### src/rtl/alu_cmd_sequencer_if.sv
// Bus bundle between a command producer / ALU / response consumer and alu_cmd_sequencer.
// The sequencer binds to the slave modport; the environment around it uses master.
interface alu_cmd_sequencer_if #(
  parameter int DATA_WIDTH   = 16,
  parameter int RESULT_WIDTH = 32,
  parameter int FIFO_DEPTH   = 4
);
  localparam int CNT_W = $clog2(FIFO_DEPTH + 1);

  // command port
  logic                    cmd_valid;
  logic                    cmd_ready;
  logic [DATA_WIDTH-1:0]   cmd_a;
  logic [DATA_WIDTH-1:0]   cmd_b;
  logic [2:0]              cmd_op;

  // ALU side
  logic [DATA_WIDTH-1:0]   alu_a;
  logic [DATA_WIDTH-1:0]   alu_b;
  logic [2:0]              alu_op_sel;
  logic                    alu_start_op;
  logic                    alu_end_op;
  logic [RESULT_WIDTH-1:0] alu_result;

  // response port
  logic                    rsp_valid;
  logic                    rsp_ready;
  logic [RESULT_WIDTH-1:0] rsp_result;
  logic [2:0]              rsp_op;
  logic                    rsp_timeout;

  // status
  logic                    busy;
  logic [CNT_W-1:0]        fifo_count;

  modport slave (
    input  cmd_valid, cmd_a, cmd_b, cmd_op,
    input  alu_end_op, alu_result,
    input  rsp_ready,
    output cmd_ready,
    output alu_a, alu_b, alu_op_sel, alu_start_op,
    output rsp_valid, rsp_result, rsp_op, rsp_timeout,
    output busy, fifo_count
  );

  modport master (
    output cmd_valid, cmd_a, cmd_b, cmd_op,
    output alu_end_op, alu_result,
    output rsp_ready,
    input  cmd_ready,
    input  alu_a, alu_b, alu_op_sel, alu_start_op,
    input  rsp_valid, rsp_result, rsp_op, rsp_timeout,
    input  busy, fifo_count
  );
endinterface

### src/rtl/alu_cmd_sequencer.sv
// Command front-end for cascaded_alu: queues operand/opcode commands, issues them one at a
// time with a start pulse, waits for end_op (or a watchdog) and hands back the result.
module alu_cmd_sequencer #(
  parameter int DATA_WIDTH   = 16,
  parameter int RESULT_WIDTH = 32,
  parameter int FIFO_DEPTH   = 4,
  parameter int TIMEOUT      = 15
) (
  input logic                 clk,
  input logic                 rst,
  alu_cmd_sequencer_if.slave  bus
);

  localparam int PTR_W   = (FIFO_DEPTH > 1) ? $clog2(FIFO_DEPTH) : 1;
  localparam int CNT_W   = $clog2(FIFO_DEPTH + 1);
  localparam int WDOG_W  = $clog2(TIMEOUT);
  localparam int ENTRY_W = 2 * DATA_WIDTH + 3;

  typedef enum logic [1:0] {
    S_IDLE  = 2'd0,
    S_ISSUE = 2'd1,
    S_WAIT  = 2'd2,
    S_RESP  = 2'd3
  } state_t;

  state_t                  r_state;
  state_t                  w_state_next;

  logic [ENTRY_W-1:0]      r_mem [FIFO_DEPTH];
  logic [PTR_W-1:0]        r_wr_ptr;
  logic [PTR_W-1:0]        r_rd_ptr;
  logic [CNT_W-1:0]        r_count;
  logic                    r_ready_en;

  logic [DATA_WIDTH-1:0]   r_alu_a;
  logic [DATA_WIDTH-1:0]   r_alu_b;
  logic [2:0]              r_alu_op;

  logic [WDOG_W-1:0]       r_wdog;
  logic [WDOG_W-1:0]       w_wdog_next;
  logic [RESULT_WIDTH-1:0] r_rsp_result;
  logic [RESULT_WIDTH-1:0] w_rsp_result_next;
  logic                    r_rsp_timeout;
  logic                    w_rsp_timeout_next;
  logic                    w_start;

  logic                    w_full;
  logic                    w_push;
  logic                    w_pop;

  // cmd_ready is gated by r_ready_en so it stays low throughout reset and rises one cycle later
  assign w_full        = (r_count == CNT_W'(FIFO_DEPTH));
  assign bus.cmd_ready = r_ready_en && !w_full;
  assign w_push        = bus.cmd_valid && bus.cmd_ready;
  assign w_pop         = (r_state == S_IDLE) && (r_count != '0);

  always_ff @(posedge clk) begin
    if (rst) begin
      r_wr_ptr   <= '0;
      r_rd_ptr   <= '0;
      r_count    <= '0;
      r_ready_en <= 1'b0;
    end else begin
      r_ready_en <= 1'b1;
      if (w_push) r_wr_ptr <= r_wr_ptr + 1'b1;
      if (w_pop)  r_rd_ptr <= r_rd_ptr + 1'b1;
      case ({w_push, w_pop})
        2'b10:   r_count <= r_count + 1'b1;
        2'b01:   r_count <= r_count - 1'b1;
        default: r_count <= r_count;
      endcase
    end
  end

  always_ff @(posedge clk) begin
    if (w_push) r_mem[r_wr_ptr] <= {bus.cmd_op, bus.cmd_b, bus.cmd_a};
  end

  // Operand registers double as the FIFO's registered read port and hold until the next pop
  always_ff @(posedge clk) begin
    if (rst) begin
      r_alu_a  <= '0;
      r_alu_b  <= '0;
      r_alu_op <= '0;
    end else if (w_pop) begin
      {r_alu_op, r_alu_b, r_alu_a} <= r_mem[r_rd_ptr];
    end
  end

  always_ff @(posedge clk) begin
    if (rst) begin
      r_state       <= S_IDLE;
      r_wdog        <= '0;
      r_rsp_result  <= '0;
      r_rsp_timeout <= 1'b0;
    end else begin
      r_state       <= w_state_next;
      r_wdog        <= w_wdog_next;
      r_rsp_result  <= w_rsp_result_next;
      r_rsp_timeout <= w_rsp_timeout_next;
    end
  end

  always_comb begin
    w_state_next       = r_state;
    w_wdog_next        = r_wdog;
    w_rsp_result_next  = r_rsp_result;
    w_rsp_timeout_next = r_rsp_timeout;
    w_start            = 1'b0;
    case (r_state)
      S_IDLE: begin
        if (r_count != '0) w_state_next = S_ISSUE;
      end
      S_ISSUE: begin
        w_start      = 1'b1;
        w_wdog_next  = '0;
        w_state_next = S_WAIT;
      end
      S_WAIT: begin
        // a completion in the final watchdog cycle still wins over the timeout
        if (bus.alu_end_op) begin
          w_rsp_result_next  = bus.alu_result;
          w_rsp_timeout_next = 1'b0;
          w_state_next       = S_RESP;
        end else if (r_wdog == WDOG_W'(TIMEOUT - 1)) begin
          w_rsp_result_next  = '0;
          w_rsp_timeout_next = 1'b1;
          w_state_next       = S_RESP;
        end else begin
          w_wdog_next = r_wdog + 1'b1;
        end
      end
      S_RESP: begin
        if (bus.rsp_ready) w_state_next = S_IDLE;
      end
      default: begin
        w_state_next = S_IDLE;
      end
    endcase
  end

  assign bus.alu_a        = r_alu_a;
  assign bus.alu_b        = r_alu_b;
  assign bus.alu_op_sel   = r_alu_op;
  assign bus.alu_start_op = w_start;
  assign bus.rsp_valid    = (r_state == S_RESP);
  assign bus.rsp_result   = r_rsp_result;
  assign bus.rsp_op       = r_alu_op;
  assign bus.rsp_timeout  = r_rsp_timeout;
  assign bus.busy         = (r_state != S_IDLE);
  assign bus.fifo_count   = r_count;

endmodule

### src/flat_wrapper.sv
// flat-port wrapper written by rule: the top's interface ports become plain ports
module alu_cmd_sequencer_flat 
#(
  parameter int DATA_WIDTH   = 16,
  parameter int RESULT_WIDTH = 32,
  parameter int FIFO_DEPTH   = 4,
  parameter int TIMEOUT      = 15
)
  (clk, rst, bus_cmd_valid, bus_cmd_a, bus_cmd_b, bus_cmd_op, bus_alu_end_op, bus_alu_result, bus_rsp_ready, bus_cmd_ready, bus_alu_a, bus_alu_b, bus_alu_op_sel, bus_alu_start_op, bus_rsp_valid, bus_rsp_result, bus_rsp_op, bus_rsp_timeout, bus_busy, bus_fifo_count);
  alu_cmd_sequencer_if #(.DATA_WIDTH(DATA_WIDTH), .RESULT_WIDTH(RESULT_WIDTH), .FIFO_DEPTH(FIFO_DEPTH)) bus_i ();
  input logic clk;
  input logic rst;
  input wire logic [$bits(bus_i.cmd_valid)-1:0] bus_cmd_valid;
  input wire logic [$bits(bus_i.cmd_a)-1:0] bus_cmd_a;
  input wire logic [$bits(bus_i.cmd_b)-1:0] bus_cmd_b;
  input wire logic [$bits(bus_i.cmd_op)-1:0] bus_cmd_op;
  input wire logic [$bits(bus_i.alu_end_op)-1:0] bus_alu_end_op;
  input wire logic [$bits(bus_i.alu_result)-1:0] bus_alu_result;
  input wire logic [$bits(bus_i.rsp_ready)-1:0] bus_rsp_ready;
  output wire logic [$bits(bus_i.cmd_ready)-1:0] bus_cmd_ready;
  output wire logic [$bits(bus_i.alu_a)-1:0] bus_alu_a;
  output wire logic [$bits(bus_i.alu_b)-1:0] bus_alu_b;
  output wire logic [$bits(bus_i.alu_op_sel)-1:0] bus_alu_op_sel;
  output wire logic [$bits(bus_i.alu_start_op)-1:0] bus_alu_start_op;
  output wire logic [$bits(bus_i.rsp_valid)-1:0] bus_rsp_valid;
  output wire logic [$bits(bus_i.rsp_result)-1:0] bus_rsp_result;
  output wire logic [$bits(bus_i.rsp_op)-1:0] bus_rsp_op;
  output wire logic [$bits(bus_i.rsp_timeout)-1:0] bus_rsp_timeout;
  output wire logic [$bits(bus_i.busy)-1:0] bus_busy;
  output wire logic [$bits(bus_i.fifo_count)-1:0] bus_fifo_count;
  assign bus_i.cmd_valid = bus_cmd_valid;
  assign bus_i.cmd_a = bus_cmd_a;
  assign bus_i.cmd_b = bus_cmd_b;
  assign bus_i.cmd_op = bus_cmd_op;
  assign bus_i.alu_end_op = bus_alu_end_op;
  assign bus_i.alu_result = bus_alu_result;
  assign bus_i.rsp_ready = bus_rsp_ready;
  assign bus_cmd_ready = bus_i.cmd_ready;
  assign bus_alu_a = bus_i.alu_a;
  assign bus_alu_b = bus_i.alu_b;
  assign bus_alu_op_sel = bus_i.alu_op_sel;
  assign bus_alu_start_op = bus_i.alu_start_op;
  assign bus_rsp_valid = bus_i.rsp_valid;
  assign bus_rsp_result = bus_i.rsp_result;
  assign bus_rsp_op = bus_i.rsp_op;
  assign bus_rsp_timeout = bus_i.rsp_timeout;
  assign bus_busy = bus_i.busy;
  assign bus_fifo_count = bus_i.fifo_count;
  alu_cmd_sequencer #(.DATA_WIDTH(DATA_WIDTH), .RESULT_WIDTH(RESULT_WIDTH), .FIFO_DEPTH(FIFO_DEPTH), .TIMEOUT(TIMEOUT)) u_core (.clk(clk), .rst(rst), .bus(bus_i));
endmodule
### config.mk
export PLATFORM = sky130hd
export DESIGN_NAME = alu_cmd_sequencer_flat
export DESIGN_NICKNAME = d
export VERILOG_FILES = /design/src/rtl/alu_cmd_sequencer_if.sv /design/src/rtl/alu_cmd_sequencer.sv /design/src/flat_wrapper.sv
export SDC_FILE = /design/constraint.sdc
export NUM_CORES = 1
export LEC_CHECK = 0
export CAP_MARGIN = 20
export CORE_MARGIN = 1
export CORE_UTILIZATION = 30
export DETAILED_ROUTE_END_ITERATION = 10
export PLACE_DENSITY = 0.6
export SLEW_MARGIN = 20
export SYNTH_ARGS = -nofsm -noshare
export SYNTH_HDL_FRONTEND = slang
export SYNTH_SLANG_ARGS = --single-unit
### constraint.sdc
create_clock -name clk -period 2 [get_ports clk]
set_input_delay 0.4 -clock clk [delete_from_list [all_inputs] [get_ports clk]]
set_output_delay 0.4 -clock clk [all_outputs]
set_load 0.02 [all_outputs]
# Yosys cells after proc, flatten, opt, wreduce, memory -nomap -nowiden
# Memory sizes are Yosys's and may differ from the RTL's. A register that Yosys moved wholly into a read port is not among the register bits.
# Cells that the tools add are included.
# word_totals
reg_bits	47
latch_bits	0
ramBits	140
romBits	0
out_inout_bits	78
elab_cells	56
memories	1
# classes
n_addsub	5
mul	0
n_div	0
n_lt_le_gt_ge	0
n_eq_ne	12
shifts	0
n_mux	17
bitwise	0
n_reduce_logical	13
# memory_table
name	words	word_bits	read_ports	rd_clocked_by_memory_dff	write_ports	line_no	rtl
u_core.r_mem	4	35	1	1	1	alu_cmd_sequencer.sv:29	logic [ENTRY_W-1:0] r_mem [FIFO_DEPTH];
# ops
cell	n
$mux 32	2
$mux 2	4
$mux 4	2
$ne 2x2->1 const B	4
$pmux 2 s4	1
$pmux 4 s2	1
$reduce_bool 2->1	4
$eq 2x2->1 const B	3
$mux 1	6
$pmux 3 s2	1
$reduce_and 3->1	2
$add 2x1->2 const B	2
$add 4x1->4 const B	1
$eq 2x1->1 const B	2
$eq 4x4->1 const B	1
$add 3x1->3 const B	1
$eq 3x3->1 const B	1
$logic_and 1x1->1	3
$ne 3x2->1 const B	1
$reduce_bool 3->1	1
$sub 3x1->3 const B	1
$logic_not 2->1	1
$reduce_and 2->1	1
$logic_not 1->1	1

# Depth between registers and ports, before layout
# logic_depth
depth_word	6
depth_mapped	9

# Worst setup path before layout
# OpenSTA, ideal clock, no wires.
# synth_timing
kind	flip-flop to flip-flop
startpoint	register u_core.r_count[2] (netlist: u_core.bus.fifo_count[2])
endpoint	register u_core.r_count[2] (netlist: u_core.bus.fifo_count[2])
t_arrival_ns	2.221
required_ns	1.929
path_slack_ns	-0.292
stages_incl_launch_ff	10
path_buffers	0
synth_period_minus_slack_ns	2.292
cell_sequence	dfxtp_1 > inv_1 > o311a_1 > inv_1 > ha_1 > inv_1 > fa_1 > xor2_1 > or3_1 > a21oi_1
# synth_between
elab_chain_len	6
word_cells_on_any_way	12
# synth_rtl
item	line_no	rtl
start, declared	alu_cmd_sequencer.sv:32	logic [CNT_W-1:0] r_count;
start signal, assigned	alu_cmd_sequencer.sv:68	2'b10: r_count <= r_count + 1'b1;
start signal, assigned	alu_cmd_sequencer.sv:69	2'b01: r_count <= r_count - 1'b1;
start signal, assigned	alu_cmd_sequencer.sv:70	default: r_count <= r_count;
$eq 3x3->1	alu_cmd_sequencer.sv:52	assign w_full = (r_count == CNT_W'(FIFO_DEPTH));
$logic_not 1->1	alu_cmd_sequencer.sv:53	assign bus.cmd_ready = r_ready_en && !w_full;
$logic_and 1x1->1	alu_cmd_sequencer.sv:53	
$logic_and 1x1->1	alu_cmd_sequencer.sv:54	assign w_push = bus.cmd_valid && bus.cmd_ready;
$eq 2x1->1 / $eq 2x2->1 (equally long branches)	alu_cmd_sequencer.sv:67	case ({w_push, w_pop})
$pmux 3 s2 / $reduce_bool 2->1 (equally long branches)	--	
# Parallel ways exist; a longest one is shown, timed or not.
# A chain may end at the register's enable or synchronous reset.

# Final worst setup path
# Ends and elaborated chain as after synthesis.

==> impl_metrics.csv <==
group,metric,value,unit
worst_setup_path,critPathKind,"reg2reg",
synthesis,syn-num-nets,526,
timing,skew,6.75,ps
worst_setup_path,cp_data_arrival_time,2460,ps
floorplanning,die_y,167,um
pwr,pwr-share-seq,39.7,%
global_route,antenna_found_initial,3,
timing,fmax,496,MHz
pwr,net-switching-power,4.14,mW
place,dp_hpwl,11000,um
clocking,cts_tree,"yes",
synthesis,yosysWarnings,0,
place,placed_area,10100,sq um
drt,via_count,4614,
global_route,grt_pass1_vias,4937,
synthesis,synth_area,8140,sq um
worst_setup_path,critPathBufInv,3,
synthesis,ys_seq_area_share,71.8,%
worst_setup_path,worstPathCellList,"inv_1, o311a_4, inv_4, ha_4, inv_2, fa_2, xor2_2, or3_1, a21oi_2",
timing,holdWs,476,ps
timing,slew_violations,0,
pwr,p_sw_share,28.4,%
place,io_buffers,149,
worst_setup_path,cp_slowest_cell,"fa_2",
clocking,htreeDepth,1,
finish,seq_area,5860,sq um
floorplanning,num_io_pins,150,
pwr,design_power_total,14.6,mW
drt,wl_per_cell,18.1,um
drt,drt-pass1-iter-count,4,
timing,relSlewSlack,56.1,%
clocking,clockBufferDepth,3,
run_status,status,"complete, but fails checks",
timing,timing.final.crit_period,2020,ps
pwr,power_density,1320,nW/um^2
pwr,internal_power,10.5,mW
pwr,power_frac_clock,31.3,%
drt,drcViolationCount,0,
finish,utilization,41.8,%
clocking,insertion_delay,510,ps
timing,min_period_over_period,101,%
clocking,cts_hold_buffers,0,
drt,vias_per_cell,4.76,
finish,drive_gt1_share,19.2,%
finish,final_cell_count_no_fill,970,
timing,worst_slew_pin_slew,659,ps
drt,antenna_left,0,
clocking,cts_root_buffer,"clkbuf_16",
floorplanning,rows,59,
global_route,grt_use_total,12.5,%
timing,rsz0062_at_grt,"true",
synthesis,synth_cell_types,43,
floorplanning,die_area,27800,sq um
pwr,max-vdd-ir-drop,0.000739,V
global_route,grt_pass1_wl,27400,um
job,cap_violations,0,
run_status,violations,"setup timing",
timing,setup_viol,1,
drt,drt-initial-drc-count,357,
worst_setup_path,path_delay_family,"adder cells",
place,dp_cells,922,
floorplanning,core_area,26400,sq um
drt,drt-total-wl,17600,um
global_route,overflow,0,
finish,fillers,2312,
worst_hold_path,hp-class,"reg2reg",
synthesis,syn_area_per_cell,18.4,sq um
timing,setup_slack,-17.5,ps
floorplanning,die_x,167,um
finish,multiInputGateArea,2070,sq um
clocking,cts_sinks,222,
global_route,grt_max_degree,36,
finish,stdcell_area,11000,sq um
floorplanning,start_util,30.9,%
synthesis,ys_ff_latch,222,
worst_setup_path,path_max_fanout,2,
synthesis,syn-instance-count,442,
finish,layout.nets,700,
timing,finalHoldViolations,0,
pwr,p_leak,3.79,nW
worst_setup_path,endpoint_kind,"flip-flop",
pwr,power_frac_comb,29.0,%
clocking,cts-buffers-inserted,24,
clocking,cts.clk_slew.worst_paths,60,ps
place,gp_congestion,0.703,
worst_setup_path,worstPathRequired,2440,ps
finish,area_growth,35.4,%
worst_setup_path,worst_path_largest_cell_delay,350,ps
worst_setup_path,crit_path_start_kind,"flip-flop",
-- flip-flops by register name, summed over array words and instances (netlist names) --
register / count
u_core.r_wr_ptr: 2
u_core.r_state: 2
u_core.r_mem: 140
u_core.bus.alu_a: 16
u_core.bus.rsp_timeout: 1
u_core.r_ready_en: 1
u_core.r_rd_ptr: 2
u_core.bus.alu_op_sel: 3
u_core.bus.alu_b: 16
u_core.r_wdog: 4
u_core.bus.fifo_count: 3
u_core.bus.rsp_result: 32
-- cells in the mapped netlist (all sizes together) --
master	instances	area (sq um)
nand2b	2	12.5
a31o	2	17.5
mux2	1	11.3
o21ai	2	10.0
a22o	68	596
xor2	3	26.3
nand2	6	22.5
nand4	2	12.5
xnor2	1	8.76
and2	4	25.0
and3	4	25.0
nor2	8	46.3
fa	1	20.0
nor3b	1	7.51
o211ai	3	22.5
nand3	2	10.0
nor3	2	15.0
edfxtp	140	4200
a211oi	1	7.51
dfxtp	82	1640
inv	13	48.8
or3	2	12.5
nor2b	1	13.8
a222oi	1	10.0
buf	28	231
o311ai	1	8.76
mux2i	3	30.0
o31a	2	26.3
mux4	35	815
a21oi	7	38.8
nand3b	2	15.0
ha	11	138
o311a	1	10.0
-- layout make-up --
| type | instances | area share, % |
|---|---|---|
| sequential | 222 | 53.2 |
| multi-input combinational | 179 | 18.8 |
| timing repair buffer | 176 | 16.2 |
| clock buffer | 31 | 5.97 |
| tap | 335 | 3.80 |
| clock inverter | 13 | 1.54 |
| inverter | 13 | 0.465 |
| antenna | 1 | 0.0227 |
-- logic make-up (layout without fill, tap and decap cells) --
family | after synthesis | after routing | share of synthesized area, %
buffers and inverters | 41 | 233 | 3.44
adders and majority gates | 12 | 12 | 1.94
and+or+nand+nor | 36 | 36 | 2.67
xor gates and xnor gates | 4 | 4 | 0.431
other | 0 | 1 | 0
AOI/OAI and AO/OA | 88 | 88 | 9.18
muxes | 39 | 39 | 10.5
DFF | 222 | 222 | 71.8
-- cells in the final DEF, fill, tap and decap left out, types with 3 or more instances in the layout --
cell type,count
buf_4,19
and2_2,4
nand2_1,6
inv_2,3
dfxtp_2,3
dlygate4sd2_1,3
buf_12,8
a22o_1,68
mux4_2,28
mux4_1,7
clkbuf_16,25
and3_1,4
clkinv_2,3
edfxtp_1,140
clkinv_1,3
clkdlybuf4s50_1,143
inv_1,9
o211ai_1,3
dfxtp_4,4
clkbuf_1,5
nor2_1,7
bufinv_16,4
ha_1,9
a21oi_1,5
mux2i_1,3
dfxtp_1,75
-- final timing paths --
check | startpoint | endpoint | slack (ps) | cells after the start
setup / recovery | u_core.bus.fifo_count[2] | u_core.bus.fifo_count[2] | -20 | 9
hold / removal | u_core.bus.alu_a[5] | u_core.bus.alu_a[5] | 480 | 1
setup reg to reg | u_core.bus.fifo_count[2] | u_core.bus.fifo_count[2] | -20 | 9
hold reg to reg | u_core.bus.alu_a[5] | u_core.bus.alu_a[5] | 480 | 1
-- power groups by stage --
stage / logic, mW / clock network [mW] / registers (mW)
2_1_floorplan: 2.28 / 0 / 6.24
3_3_place_gp: 4.11 / 0 / 5.87
3_5_place_dp: 4.21 / 0 / 5.89
4_1_cts: 4.27 / 4.71 / 5.80
5_1_grt: 4.56 / 4.85 / 5.86
6_report: 4.24 / 4.57 / 5.79
-- metrics by stage --
stage / setup TNS, ps / setup slack [ps]
6_report: -17.5 / -17.5
5_1_grt: -72.4 / -72.4
4_1_cts: -85.9 / -85.9
3_5_place_dp: -273 / -224
3_3_place_gp: -134 / -134
2_1_floorplan: -63.0 / -63.0
-- per-layer routing --
metal  GRT usage [%]  vias up  share of wire (%)
li1                -     2123                  -
met1            16.1     2292                 45
met2            21.1      159                 47
met3            3.33       36                6.2
met4            2.98        4                1.9
met5               0        -               0.15
-- timing repair --
item	4_1_cts	5_1_grt
setup endpoints to repair	8	1
buffers inserted	3	0
cloned	0	0
resized for setup	19	5
pin swaps	6	3
-- worst register-to-register path, delay by kind of cell (launching register included) --
kind	cells	cell delay (ps)
buffers and inverters	3	160
XOR/XNOR	1	190
adder cells (fa/ha/maj)	2	480
AO/OA/AOI/OAI	2	450
AND/OR/NAND/NOR	1	330
flip-flops	1	340
Note: power is estimated with default switching activity, not from simulation.
